`src/rtl/ram_arbiter_n.sv`:
```
// ram_arbiter_n: N-port arbiter and router in front of a single-port RAM.
// Fixed-priority or round-robin grant; rvalid returns through a tag pipeline.
module ram_arbiter_n #(
  parameter int NUM_PORTS  = 4,
  parameter int ADDR_WIDTH = 16,
  parameter int DATA_WIDTH = 32,
  parameter bit RR_MODE    = 1'b1,
  parameter int RD_LATENCY = 1
) (
  input  logic                                clk,
  input  logic                                rst,
  input  logic [NUM_PORTS-1:0]                port_req_i,
  input  logic [NUM_PORTS*ADDR_WIDTH-1:0]     port_addr_i,
  input  logic [NUM_PORTS-1:0]                port_we_i,
  input  logic [NUM_PORTS*DATA_WIDTH/8-1:0]   port_be_i,
  input  logic [NUM_PORTS*DATA_WIDTH-1:0]     port_wdata_i,
  output logic [NUM_PORTS-1:0]                port_gnt_o,
  output logic [NUM_PORTS-1:0]                port_rvalid_o,
  output logic [NUM_PORTS*DATA_WIDTH-1:0]     port_rdata_o,
  output logic                                ram_en_o,
  output logic [ADDR_WIDTH-1:0]               ram_addr_o,
  output logic                                ram_we_o,
  output logic [DATA_WIDTH/8-1:0]             ram_be_o,
  output logic [DATA_WIDTH-1:0]               ram_wdata_o,
  input  logic [DATA_WIDTH-1:0]               ram_rdata_i
);

  localparam int BW = DATA_WIDTH / 8;
  localparam int IW = (NUM_PORTS > 1) ? $clog2(NUM_PORTS) : 1;

  logic [IW-1:0]         r_rr_ptr;
  logic [RD_LATENCY-1:0] r_vld;
  logic [IW-1:0]         r_idx [RD_LATENCY];

  logic [NUM_PORTS-1:0]  w_req;
  logic                  w_found;
  logic [IW-1:0]         w_win;
  int                    w_base;
  int                    w_dist;
  int                    w_best;

  assign w_req = rst ? '0 : port_req_i;

  // Winner is the requester with the smallest rotated distance from the pointer.
  always_comb begin
    w_found = 1'b0;
    w_win   = '0;
    w_base  = RR_MODE ? int'(r_rr_ptr) : 0;
    w_dist  = 0;
    w_best  = NUM_PORTS;
    for (int i = 0; i < NUM_PORTS; i++) begin
      w_dist = i - w_base;
      if (w_dist < 0) w_dist = w_dist + NUM_PORTS;
      if (w_req[i] && (w_dist < w_best)) begin
        w_best  = w_dist;
        w_win   = IW'(i);
        w_found = 1'b1;
      end
    end
  end

  always_comb begin
    port_gnt_o  = '0;
    ram_en_o    = w_found;
    ram_addr_o  = '0;
    ram_we_o    = 1'b0;
    ram_be_o    = '0;
    ram_wdata_o = '0;
    for (int i = 0; i < NUM_PORTS; i++) begin
      if (w_found && (w_win == IW'(i))) begin
        port_gnt_o[i] = 1'b1;
        ram_addr_o    = port_addr_i[i*ADDR_WIDTH +: ADDR_WIDTH];
        ram_we_o      = port_we_i[i];
        ram_be_o      = port_be_i[i*BW +: BW];
        ram_wdata_o   = port_wdata_i[i*DATA_WIDTH +: DATA_WIDTH];
      end
    end
  end

  always_ff @(posedge clk) begin
    if (rst) begin
      r_rr_ptr <= '0;
      r_vld    <= '0;
      for (int k = 0; k < RD_LATENCY; k++) r_idx[k] <= '0;
    end else begin
      r_vld[0] <= w_found;
      r_idx[0] <= w_win;
      for (int k = 1; k < RD_LATENCY; k++) begin
        r_vld[k] <= r_vld[k-1];
        r_idx[k] <= r_idx[k-1];
      end
      if (w_found) begin
        r_rr_ptr <= (w_win == IW'(NUM_PORTS-1)) ? '0 : w_win + 1'b1;
      end
    end
  end

  always_comb begin
    port_rvalid_o = '0;
    for (int i = 0; i < NUM_PORTS; i++) begin
      port_rvalid_o[i] = !rst && r_vld[RD_LATENCY-1] &&
                         (r_idx[RD_LATENCY-1] == IW'(i));
    end
  end

  assign port_rdata_o = {NUM_PORTS{ram_rdata_i}};

endmodule

```
`config.mk`:
```
export PLATFORM = sky130hd
export DESIGN_NAME = ram_arbiter_n
export DESIGN_NICKNAME = d
export VERILOG_FILES = /design/src/rtl/ram_arbiter_n.sv
export SDC_FILE = /design/constraint.sdc
export NUM_CORES = 1
export LEC_CHECK = 0
export BUFFER_PORTS_ARGS = -buffer_cell sky130_fd_sc_hd__buf_2
export CAP_MARGIN = 0
export CORE_AREA = 10 10 161 163
export DETAILED_ROUTE_END_ITERATION = 10
export DIE_AREA = 0 0 171 173
export PLACE_DENSITY = 0.55
export SYNTH_ARGS = -nofsm -noshare
export SYNTH_HDL_FRONTEND = slang
export SYNTH_SLANG_ARGS = --single-unit
```
`constraint.sdc`:
```
create_clock -name clk -period 5.6 [get_ports clk]
set_input_delay 1.12 -clock clk [delete_from_list [all_inputs] [get_ports clk]]
set_output_delay 1.12 -clock clk [all_outputs]
set_load 0.1 [all_outputs]
```
==> results.toml <==
[outcome]
outcome = "finished with violations"
failed_checks = "setup timing"

[synthesis]
synth_xor_area_share_pct = 0.276
synthAdderAreaFrac_pct = 1.58
syn_area_sq_um = 3170
synth_edf_count = 0
yosysWarningCount = 0
ys_seq_elements = 5
synth_simple_gate_area_share_pct = 21.6
synth_mux_area_share_pct = 0.631
ys_seq_area_share_pct = 3.15
synth_top_family_by_area = "buffers and inverters"
synth-async-reset-ratio_pct = 0
synth-compound-area-share_pct = 35.5
ys_types = 44
synth_flop_cell = "dfxtp_1"
syn-num-nets = 704
syn_area_per_cell_sq_um = 7.05
synth_cells = 450

[global_route]
grt_pass1_vias = 4366
antenna_found_initial = 0
grt_max_degree = 54
grt_pass1_wl_um = 29800
grt_overflow = 0
grt_usage_pct = 13.2

[critical_path]
required_ns = 4.48
slowest_delay_ns = 0.43
crit_chain = "buf_8 -> mux2i_1 -> nand2_1 -> a21o_1 -> ha_4 -> inv_2 -> o211a_1 -> o21a_1 -> ha_4 -> nor4bb_4 -> a32oi_2 -> a21boi_2 -> nand2_1 -> ha_2 -> or3b_4 -> inv_12 -> a211o_4 -> buf_12 -> clkbuf_16 -> o22ai_2 -> a31oi_4 -> buf_12"
crit_path_end_kind = "output port"
slowest_stage = "or3b_4"
arrival_ns = 4.87
criticalPathCategory = "in2out"
crit_path_max_fanout = 5
r2r_cells = 15
start_kind = "primary input"
worst-path-buf-inv = 6
crit_family = "compound AO/OA/AOI/OAI gates"
cp.depth = 22

[clocking]
clock_path_buffers = 2
postCtsHoldBufs = 0
clock-sinks = 5
cts-root-buf = "clkbuf_16"
clk_latency_ns = 0.23
cts_tree = "done"
clk_pin_slew_ns = 0.03
numCtsBuffers = 3
ctsHtreeMaxLevel = 1

[floorplanning]
boundaryPins = 440
fp.dieArea_sq_um = 29600
start_util_pct = 14.1
die_w_um = 171
core_area_sq_um = 22600
std_cell_rows = 55
die-height_um = 173

[placement]
dp.cells = 894
dp_hpwl_um = 18000
io_buffers = 279
gp_congestion = 0.868
place_ws_ns = -0.451

[sta]
fin_ws_ns = -0.395
finalCriticalPeriod_ns = 5.99
post-route-period-util_pct = 107
maxSlewViolCount = 0
slew_headroom_pct = 65.7
tightest_slew_ns = 0.512
max_freq_mhz = 167
whs_ns = 0.573
fin_tns_setup_ns = -17.91
final_hold_viol_count = 0
rsz0062_at_grt = "true"
skew_ns = 0.00132
setup_viol = 53

[detailed_routing]
antenna_left = 0
wire_per_inst_um = 23.7
drt_iter0_drc = 202
vias_per_cell = 4.42
dr.pass1.iters = 5
wirelength_um = 21800
via_count = 4060
drc_errors = 0

[power_and_ir_drop]
p_per_area_nw_per_um2 = 263
peakVddDrop_uv = 110
power.leakage_nw = 2.58

[min_path]
hold_class = "reg2reg"
min_delay_path_depth = 2

[cells_and_area]
final_layout_size_suffix_gt1_share_pct = 74.4
diodes = 0
final_nets = 889
final_core_util_pct = 28.6
layoutNonFillerInstCount = 919
regArea_sq_um = 100
multi_input_area_sq_um = 2840
fillCellCount = 2348
area_growth_pct = 103

[flow_run]
maxCapViolations = 0
-- cells by family (layout without fill, tap and decap cells) --
kind of cell / after synthesis / count (layout)
muxes: 2 / 2
AOI/OAI and AO/OA: 127 / 127
adders and majority gates: 4 / 4
and+or+nand+nor: 139 / 139
xor gates and xnor gates: 1 / 1
DFF: 5 / 5
buffers and inverters: 172 / 356
-- metal layers --
| metal | track usage [%] | vias up | part of all wire, % |
|---|---|---|---|
| li1 | - | 1881 | - |
| met1 | 13.6 | 1853 | 35 |
| met2 | 25.6 | 318 | 53 |
| met3 | 4.58 | 8 | 11 |
| met4 | 1.41 | 0 | 0.60 |
| met5 | 0 | - | 0 |
-- metrics by stage --
stage / area [sq um] / total power [W]
floorplan: 4150 / 0.00140
global route: 6460 / 0.00175
CTS: 6370 / 0.00170
finish: 6460 / 0.00170
global placement: 6010 / 0.00152
detailed placement: 6010 / 0.00153
-- final timing paths --
check | start | end | slack [ns]
worst max-delay path | port_req_i[0] | ram_addr_o[8] | -0.39
worst min-delay path | r_rr_ptr[1]$_SDFFE_PP0P_ | r_rr_ptr[1]$_SDFFE_PP0P_ | 0.57
worst max register to register | r_rr_ptr[1]$_SDFFE_PP0P_ | r_rr_ptr[1]$_SDFFE_PP0P_ | 2.62
worst min register to register | r_rr_ptr[1]$_SDFFE_PP0P_ | r_rr_ptr[1]$_SDFFE_PP0P_ | 0.57
-- worst min-delay path, delay by kind of cell (launching register included) --
| kind | cells | cell delay (ns) |
|---|---|---|
| flops | 1 | 0.36 |
| compound gates | 2 | 0.16 |
-- timing repair --
action / CTS / global route
pin swaps: 8 / 7
setup endpoints to repair: 53 / 54
setup buffers: 14 / 5
cloned: 2 / 2
gates resized for setup: 17 / 6
-- area by class of cell --
type	instances	area share, %
sequential	5	1.55
inverter	7	0.601
timing repair buffer	345	47.1
tap	285	5.52
clock buffer	4	1.22
multi-input combinational	273	44.0
-- flip-flops by register name, indices dropped and copies added, names as in the netlist --
register,cells
r_idx,2
r_rr_ptr,2
r_vld,1
-- where the power goes --
part           internal, W  switching [W]
registers        0.0000397     0.00000433
clock network    0.0000946      0.0000255
logic             0.000595       0.000936
total             0.000729       0.000966
-- layout by cell type (no fill, tap or decap), types with 4 or more instances in the layout --
| cell type | netlist | layout |
|---|---|---|
| clkbuf_16 | 0 | 5 |
| buf_12 | 0 | 72 |
| nand3_1 | 54 | 54 |
| nand2_1 | 60 | 59 |
| buf_2 | 6 | 221 |
| o22ai_2 | 50 | 42 |
| dfxtp_1 | 5 | 5 |
| a31oi_4 | 0 | 53 |
| nor2b_1 | 4 | 4 |
| o22ai_4 | 0 | 8 |
| buf_4 | 129 | 43 |
-- synth_stat cells (2+ instances only) --
master	n	area [sq um]
o22ai_1	2	12.5
buf_2	6	30.0
nand3_1	54	270
nor4bb_1	3	30.0
inv_2	2	7.51
buf_4	129	968
o22ai_2	50	626
nand2b_1	2	12.5
a211o_1	2	17.5
nor4b_1	2	17.5
a21oi_1	4	20.0
nand2_1	60	225
nor2_1	4	15.0
dfxtp_1	5	100
o21ai_0	4	20.0
ha_1	4	50.1
inv_1	5	18.8
a31oi_1	55	344
buf_1	4	15.0
nor2b_1	4	25.0
clkbuf_1	20	75.1
mux2i_1	2	20.0
buf_6	6	67.6
No activity file was read; power rests on OpenSTA's default activity.
